## config.mk

```make
export PLATFORM = sky130hd
export DESIGN_NAME = aes_dram_round_sched
export DESIGN_NICKNAME = d
export VERILOG_FILES = /design/src/rtl/aes_dram_round_sched.sv
export SDC_FILE = /design/constraint.sdc
export NUM_CORES = 1
export LEC_CHECK = 0
export ABC_AREA = 1
export CORE_MARGIN = 5
export CORE_UTILIZATION = 47
export DETAILED_ROUTE_END_ITERATION = 10
export PLACE_DENSITY = 0.8
export SYNTH_ARGS = -nofsm -noshare
export SYNTH_HDL_FRONTEND = slang
export SYNTH_SLANG_ARGS = --single-unit
```

## constraint.sdc

```tcl
create_clock -name CLK -period 1.5 [get_ports CLK]
set_clock_uncertainty 0.15 [all_clocks]
set_input_delay 0.15 -clock CLK [delete_from_list [all_inputs] [get_ports CLK]]
set_output_delay 0.15 -clock CLK [all_outputs]
set_load 0.1 [all_outputs]
```

## src/rtl/aes_dram_round_sched.sv

```systemverilog
// Round sequencer for the DRAM compute-in-memory AES engine: WRITE -> CIM -> READ -> FPGA per round.
// Optional macro AES_SCHED_TRIGGER_EN adds a scope trigger on the round-0 compute window.
module aes_dram_round_sched #(
  parameter int NR      = 10,
  parameter int WR_CYC  = 4,
  parameter int CIM_LAT = 8,
  parameter int RD_CYC  = 4,
  parameter int TIMEOUT = 255
) (
  input  logic       CLK,
  input  logic       RSTn,
  input  logic       start,
  input  logic       abort,
  output logic       busy,
  output logic       done,
  output logic       err,
  output logic [3:0] round_idx,
  output logic       dram_wren,
  output logic       dram_cimen,
  output logic       dram_sbox_en,
  output logic       dram_rden,
  output logic       lane_capture,
  output logic       fpga_go,
  output logic       fpga_last,
  input  logic       fpga_done,
  output logic       trigger,
  output logic [2:0] state_dbg
);

  localparam logic [2:0] S_IDLE  = 3'd0;
  localparam logic [2:0] S_WRITE = 3'd1;
  localparam logic [2:0] S_CIM   = 3'd2;
  localparam logic [2:0] S_READ  = 3'd3;
  localparam logic [2:0] S_FPGA  = 3'd4;
  localparam logic [2:0] S_DONE  = 3'd5;

  localparam logic [7:0] WR_LAST  = 8'(WR_CYC - 1);
  localparam logic [7:0] CIM_LAST = 8'(CIM_LAT - 1);
  localparam logic [7:0] RD_LAST  = 8'(RD_CYC - 1);
  localparam logic [7:0] TO_LAST  = 8'(TIMEOUT);
  localparam logic [3:0] NR_L     = 4'(NR);
  localparam logic [3:0] NR_M1    = 4'(NR - 1);

  logic [2:0] state;
  logic [7:0] cnt;

  // Handshakes: start is taken only while idle (ignored otherwise, even if held);
  // done is a single-cycle pulse; fpga_go pulses once per round and fpga_done
  // counts only from the cycle after fpga_go until TIMEOUT cycles have passed.
  always_ff @(posedge CLK or negedge RSTn) begin
    if (!RSTn) begin
      state     <= S_IDLE;
      cnt       <= 8'd0;
      round_idx <= 4'd0;
      err       <= 1'b0;
    end else if (abort) begin
      state     <= S_IDLE;
      cnt       <= 8'd0;
      round_idx <= 4'd0;
    end else begin
      case (state)
        S_IDLE: begin
          if (start) begin
            state     <= S_WRITE;
            cnt       <= 8'd0;
            round_idx <= 4'd0;
            err       <= 1'b0;
          end
        end
        S_WRITE: begin
          if (cnt == WR_LAST) begin
            state <= S_CIM;
            cnt   <= 8'd0;
          end else begin
            cnt <= cnt + 8'd1;
          end
        end
        S_CIM: begin
          if (cnt == CIM_LAST) begin
            state <= S_READ;
            cnt   <= 8'd0;
          end else begin
            cnt <= cnt + 8'd1;
          end
        end
        S_READ: begin
          if (cnt == RD_LAST) begin
            state <= (round_idx == NR_L) ? S_DONE : S_FPGA;
            cnt   <= 8'd0;
          end else begin
            cnt <= cnt + 8'd1;
          end
        end
        S_FPGA: begin
          // cnt==0 is the fpga_go cycle, so a coincident fpga_done is not counted
          if (cnt != 8'd0 && fpga_done) begin
            state     <= S_WRITE;
            cnt       <= 8'd0;
            round_idx <= round_idx + 4'd1;
          end else if (cnt == TO_LAST) begin
            state <= S_IDLE;
            cnt   <= 8'd0;
            err   <= 1'b1;
          end else begin
            cnt <= cnt + 8'd1;
          end
        end
        S_DONE: begin
          state <= S_IDLE;
          cnt   <= 8'd0;
        end
        default: begin
          state <= S_IDLE;
          cnt   <= 8'd0;
        end
      endcase
    end
  end

  // Every output is a decode of registered state, so all read 0 while in reset.
  assign busy         = (state != S_IDLE);
  assign done         = (state == S_DONE);
  assign dram_wren    = (state == S_WRITE);
  assign dram_cimen   = (state == S_CIM);
  assign dram_rden    = (state == S_READ);
  assign dram_sbox_en = (dram_wren | dram_cimen | dram_rden) && (round_idx != NR_L);
  assign lane_capture = dram_rden && (cnt == RD_LAST);
  assign fpga_go      = (state == S_FPGA) && (cnt == 8'd0);
  assign fpga_last    = fpga_go && (round_idx == NR_M1);
  assign state_dbg    = state;

`ifdef AES_SCHED_TRIGGER_EN
  assign trigger = dram_cimen && (round_idx == 4'd0);
`else
  assign trigger = 1'b0;
`endif

endmodule

```

==> tab_implementation.tex, run 1 <==
\begin{tabular}{lr}
\hline
Metric & Value \\
\hline
\multicolumn{2}{l}{\textbf{Clock network}} \\
Resize count post-CTS & between 70 and 80 \\
Number of sinks handled by clock tree synthesis & 16 \\
TritonCTS buffer count & 3 \\
Clk buf depth & 2 \\
Clock tree root buffer cell & clkbuf\_4 \\
Hold\_buf cts & 0 \\
Number of post-CTS setup repair buffers & 22 \\
\# H-tree levels & 1 \\
\multicolumn{2}{l}{\textbf{Yosys}} \\
Commonest register cell after synthesis & dfrtp\_1 \\
Total of flip-flops plus latches after synthesis & 16 \\
Mean instance size in the synthesized netlist & 7.00 sq um \\
Count of warnings emitted by yosys & 0 \\
Fraction of registers with async set or reset after synthesis & 100\% \\
Cell accounting for the most synthesized area & dfrtp\_1 \\
Top cell type's share of synthesized area & 32.0\% \\
Top post-synthesis cells by area & dfrtp\_1 (32\%), nand2\_1 (9.3\%), nor2\_1 (8.7\%), inv\_1 (6.9\%), nand3\_1 (6.4\%) \\
Number of enable flip-flop cells after synthesis & 0 \\
Distinct cells, synth & 32 \\
Share of synthesized area occupied by flip-flops and latches & 32.0\% \\
Combined area of all synthesized cells & 1250 sq um \\
Mapped Cells & 179 \\
Syn\_nets & roughly 190 \\
\multicolumn{2}{l}{\textbf{Status}} \\
First Error & [ERROR DPL-0033] detailed placement checks failed during check placement. \\
Outcome & stopped before the end \\
Stage at which the run stopped & clock tree synthesis (4\_1\_cts) \\
\multicolumn{2}{l}{\textbf{Die}} \\
FP Rows & 18 \\
Die Wd & 61.6 microns \\
Chip Height & 61.6 microns \\
Boundary pin count & 23 \\
Starting Density & 49.7\% \\
\multicolumn{2}{l}{\textbf{Place}} \\
Cell Count Post-Placement & 266 \\
RePlAce Congestion & 0.970 \\
HPWL after detailed placement & 3210 microns \\
IO buf count & 21 \\
\hline
\end{tabular}
-- synthesized netlist by cell type (2+ instances only) --
cell,instances
o21ai_1,3
a31oi_1,2
nand4_1,3
nor2_1,29
nand2_1,31
or2_2,2
inv_2,3
a21oi_1,7
nand3_1,16
nor2_2,2
buf_6,2
nand2_2,6
a21oi_2,2
dfrtp_1,16
o21ai_0,7
nor3_1,4
inv_1,23
xor2_1,3
ha_1,5
-- through the flow --
step | cell area (sq um) | setup slack [ns] | hold slack, ns | util [%] | setup TNS [ns]
2_1_floorplan | 1340 | -0.698 | -0.296 | - | -10.09
3_3_place_gp | 2020 | -0.129 | 0.336 | 80.2 | -1.42
3_5_place_dp | 2020 | -0.256 | 0.341 | 80.2 | -3.14
-- cell families after synthesis --
logic type                 after synthesis  share of synthesized area, %
and+or+nand+nor                         99                          38.0
buffers and inverters                   31                          10.9
AOI/OAI and AO/OA                       24                          11.8
DFF                                     16                          32.0
adders and majority gates                5                          5.00
xor gates and xnor gates                 3                          2.10
other                                    1                         0.299
==> inputs of run 2 (changes only) <==
--- a/config.mk
+++ b/config.mk
@@ -6,10 +6,10 @@
 export NUM_CORES = 1
 export LEC_CHECK = 0
 export ABC_AREA = 1
-export CORE_MARGIN = 5
-export CORE_UTILIZATION = 47
+export CORE_AREA = 5 5 66 68
 export DETAILED_ROUTE_END_ITERATION = 10
-export PLACE_DENSITY = 0.8
+export DIE_AREA = 0 0 71 73
+export PLACE_DENSITY_LB_ADDON = 0.15
 export SYNTH_ARGS = -nofsm -noshare
 export SYNTH_HDL_FRONTEND = slang
 export SYNTH_SLANG_ARGS = --single-unit
==> constraint.sdc (replaced) <==
create_clock -name CLK -period 1.95 [get_ports CLK]
set_clock_uncertainty 0.15 [all_clocks]
set_input_delay 0.195 -clock CLK [delete_from_list [all_inputs] [get_ports CLK]]
set_output_delay 0.195 -clock CLK [all_outputs]
set_load 0.1 [all_outputs]
==> run 2 against run 1 <==
Compared with the run above: the run now ends clean; area after synthesis is the same; synthesized cell count is the same.
==> tab_implementation.tex, run 2 <==
\begin{tabular}{lr}
\hline
Metric & Value \\
\hline
\multicolumn{2}{l}{\textbf{Clock network}} \\
Insertion delay of the later-clocked pin in the worst-skew pair & 0.26 ns \\
Clock tree root buffer cell & clkbuf\_8 \\
Post-CTS clock slew at the launch and capture registers of the worst setup and hold paths & roughly 0.07 ns \\
Hold\_buf cts & 0 (unchanged) \\
Number of sinks handled by clock tree synthesis & 16 (unchanged) \\
TritonCTS buffer count & 3 (unchanged) \\
\# H-tree levels & 1 (unchanged) \\
Clk buf depth & 2 (unchanged) \\
CTS tree & done \\
\multicolumn{2}{l}{\textbf{Yosys}} \\
Mapped Cells & 179 (unchanged) \\
Syn\_nets & 189 (unchanged) \\
Basic-gate share of the synthesized area counting and, or, nand and nor cells & 38.0\% (unchanged) \\
Mux cell area share after synthesis & 0\% (unchanged) \\
Share of synthesized area occupied by flip-flops and latches & 32.0\% (unchanged) \\
Cell with the most instances after synthesis & nand2\_1 \\
Compound-cell area share of the yosys netlist & 11.8\% (unchanged) \\
Cell accounting for the most synthesized area & dfrtp\_1 \\
Combined area of all synthesized cells & 1250 sq um (unchanged) \\
Distinct cells, synth & 32 (unchanged) \\
Top cell type's share of synthesized area & 32.0\% (unchanged) \\
Main combinational cell family by area after synthesis & simple AND/OR/NAND/NOR gates \\
Xor and xnor area share after synthesis & 2.10\% (unchanged) \\
Fraction of registers with async set or reset after synthesis & 100\% (unchanged) \\
Commonest cells in the synthesized netlist & nand2\_1 (31), nor2\_1 (29), inv\_1 (23) \\
Area share of fa/ha/maj cells after synthesis & 5.00\% (unchanged) \\
Mean instance size in the synthesized netlist & 7.00 sq um (unchanged) \\
Count of warnings emitted by yosys & 0 (unchanged) \\
Total of flip-flops plus latches after synthesis & 16 (unchanged) \\
Number of enable flip-flop cells after synthesis & 0 (unchanged) \\
Commonest register cell after synthesis & dfrtp\_1 \\
Top post-synthesis cells by area & dfrtp\_1 (32\%), nand2\_1 (9.3\%), nor2\_1 (8.7\%), inv\_1 (6.9\%), nand3\_1 (6.4\%) \\
\multicolumn{2}{l}{\textbf{Critical path}} \\
Startpoint type of the worst setup path & register \\
Critical path endpoint category & primary output \\
Critical Path Max Stage Delay & 0.40 ns \\
R2R depth & 8 \\
Launch point of the worst reg-to-reg path & state\_dbg[1] \\
Crit. Startpoint & cnt[1] \\
Critical Path AT & 1.52 ns \\
Critical-path cell with the highest stage delay & dfrtp\_1 \\
Capture instance of the worst register-to-register path & round\_idx[2] \\
Minimum setup slack among reg-to-reg paths & 0.17 ns \\
Cell seen most often among critical-path stages & nor2\_4 \\
Critical path endpoint & lane\_capture \\
Cell-by-cell trace of the critical path & ha\_2 > nand2\_1 > nor2\_4 > inv\_1 > nor2\_4 > buf\_12 \\
Worst Path Max Fanout & 4 \\
WS Path Type & reg -> out \\
Critical path data required time & 1.60 ns \\
\multicolumn{2}{l}{\textbf{Global routing}} \\
Global-route usage over all layers & 13.5\% \\
Number of antenna violations at the first check in global routing & 0 \\
Wire length of the first global-routing pass & 5480 microns \\
Pin count of the biggest net entering global routing & 17 \\
Vias in the first global route & 1175 \\
Residual overflow from global routing & 0 \\
\multicolumn{2}{l}{\textbf{Detailed routing}} \\
DRC marker count from the first detailed-route iteration & 56 \\
Number of vias per cell after detailed routing & 4.72 \\
Number of remaining DRC errors & 0 \\
Via Count & 1228 \\
Final WL & 3300 microns \\
Remaining antenna violation count after routing & 0 \\
Routed wire length per instance & 12.7 microns \\
First-pass DRT Iterations & 4 \\
\multicolumn{2}{l}{\textbf{Die}} \\
Die Wd & 71 microns (+15\%) \\
Boundary pin count & 23 (unchanged) \\
Area of the core region & 3800 sq um \\
Die area & 5180 sq um \\
FP Rows & 23 (+5) \\
Chip Height & 73 microns (+18\%) \\
Starting Density & 33.0\% (-17 points) \\
\multicolumn{2}{l}{\textbf{Cells and area}} \\
Number of flip-flops under the largest register name & 8 \\
Layout overhead on the synthesized area & 45.4\% \\
Number of nets in the final layout & around 220 \\
Commonest non-fill, non-tap cell in the layout & nand2\_1 \\
Reg with most FFs & cnt \\
Most frequent cells in the layout & nand2\_1 (31), nor2\_1 (24), inv\_1 (21) \\
Share of layout cells above drive strength 1 & 34.3\% \\
Final cell area excluding filler cells & 1820 sq um \\
Antenna diode instance count & 0 \\
Post-layout util & between 40\% and 50\% \\
Filler cells & 387 \\
\multicolumn{2}{l}{\textbf{STA}} \\
Final Max Slew Viols & 0 \\
Setup Viol. Count Final & 0 \\
RSZ-0062 raised after global routing & yes \\
Max Clk Rate & 535 MHz \\
Final critical-path share of the clock period & 95.8\% \\
Clock period minus final worst setup slack & approximately 1.9 ns \\
Count of final hold-check violations & 0 \\
\multicolumn{2}{l}{\textbf{Pwr}} \\
Leakage power summed over all cells & between 0.7 and 0.8 nW \\
Max IR drop VDD & just under 0.4 mV \\
Power density normalized to cell area & 1170 nW/um\^{}2 \\
\multicolumn{2}{l}{\textbf{Status}} \\
Outcome & completed \\
\multicolumn{2}{l}{\textbf{Place}} \\
Total placed instance area & 1700 sq um (-16\%) \\
HPWL after detailed placement & 2500 microns (-22\%) \\
RePlAce Congestion & 1.01 (+4.6\%) \\
IO buf count & 21 (unchanged) \\
\multicolumn{2}{l}{\textbf{Min path}} \\
Worst min-delay path category & in -> async \\
\multicolumn{2}{l}{\textbf{Flow run}} \\
Number of maximum-capacitance violations & 0 \\
\hline
\end{tabular}
[run 2: cell counts after synthesis]
Identical to the previous run, type by type.
[run 2: what timing repair did]
| item | in CTS | in global routing |
|---|---|---|
| endpoints found under the setup margin | 1 | 2 |
| buffers inserted | 1 | 7 |
| pin swaps | 0 | 5 |
| resized for setup | 0 | 5 |
[run 2: metrics by stage]
step	instances	setup TNS [ns]	power [W]	setup WS, ns	hold WS, ns
4_1_cts	253	0	0.00207	0.00522	0.118
6_report	260	0	0.00213	0.0825	0.117
2_1_floorplan	179	-2.57	0.00139	-0.263	-0.251
5_1_grt	260	-0.0171	0.00224	-0.0171	0.137
3_3_place_gp	248	0	0.00178	0.0764	0.322
3_5_place_dp	248	0	0.00178	0.0749	0.334
[run 2: logic make-up (layout without fill, tap and decap cells)]
logic type                 after synthesis  in the layout
adders and majority gates                5              5
xor gates and xnor gates                 3              3
DFF                                     16             16
AOI/OAI and AO/OA                       24             24
and+or+nand+nor                         99             99
other                                    1              1
buffers and inverters                   31             62
[run 2: worst max-delay path: cells and delay by family, from the launching register on]
family / cells / cell delay, ns
flip-flops: 1 / 0.40
AND/OR/NAND/NOR: 3 / 0.36
adder cells (fa/ha/maj): 1 / 0.23
buffers and inverters: 2 / 0.27
[run 2: where the power goes]
part | switching [W] | internal [W]
Sequential | 0.0000441 | 0.000368
Clock | 0.000124 | 0.000145
Combinational | 0.000937 | 0.000510
Total | 0.00110 | 0.00102
[run 2: metal layers]
layer  share of wire (%)  GRT usage, %  vias to the layer above
met5                   0             0                        -
li1                    -             -                      633
met3                 3.8          2.75                        7
met1                  45          16.2                      564
met4                 2.8          7.31                        0
met2                  49          22.7                       24
[run 2: worst min-delay path by stage]
stage,slack [ns],cells after the start,end,startpoint
CTS,0.12,2,state_dbg[0],RSTn
detailed placement,0.33,2,err,err
global route,0.14,2,state_dbg[0],RSTn
finish,0.12,2,round_idx[0],RSTn
floorplan,-0.25,0,cnt[0],RSTn
global placement,0.32,2,err,err
[run 2: layout make-up]
| type | count | area [sq um] | share of cell area, % |
|---|---|---|---|
| sequential | 16 | 422 | 23.2 |
| clock buffer | 4 | 45.0 | 2.47 |
| timing repair buffer | 31 | 405 | 22.3 |
| tap | 50 | 62.6 | 3.44 |
| multi-input combinational | 132 | 777 | 42.7 |
| inverter | 27 | 109 | 5.98 |
No activity file was read; power rests on OpenSTA's default activity.
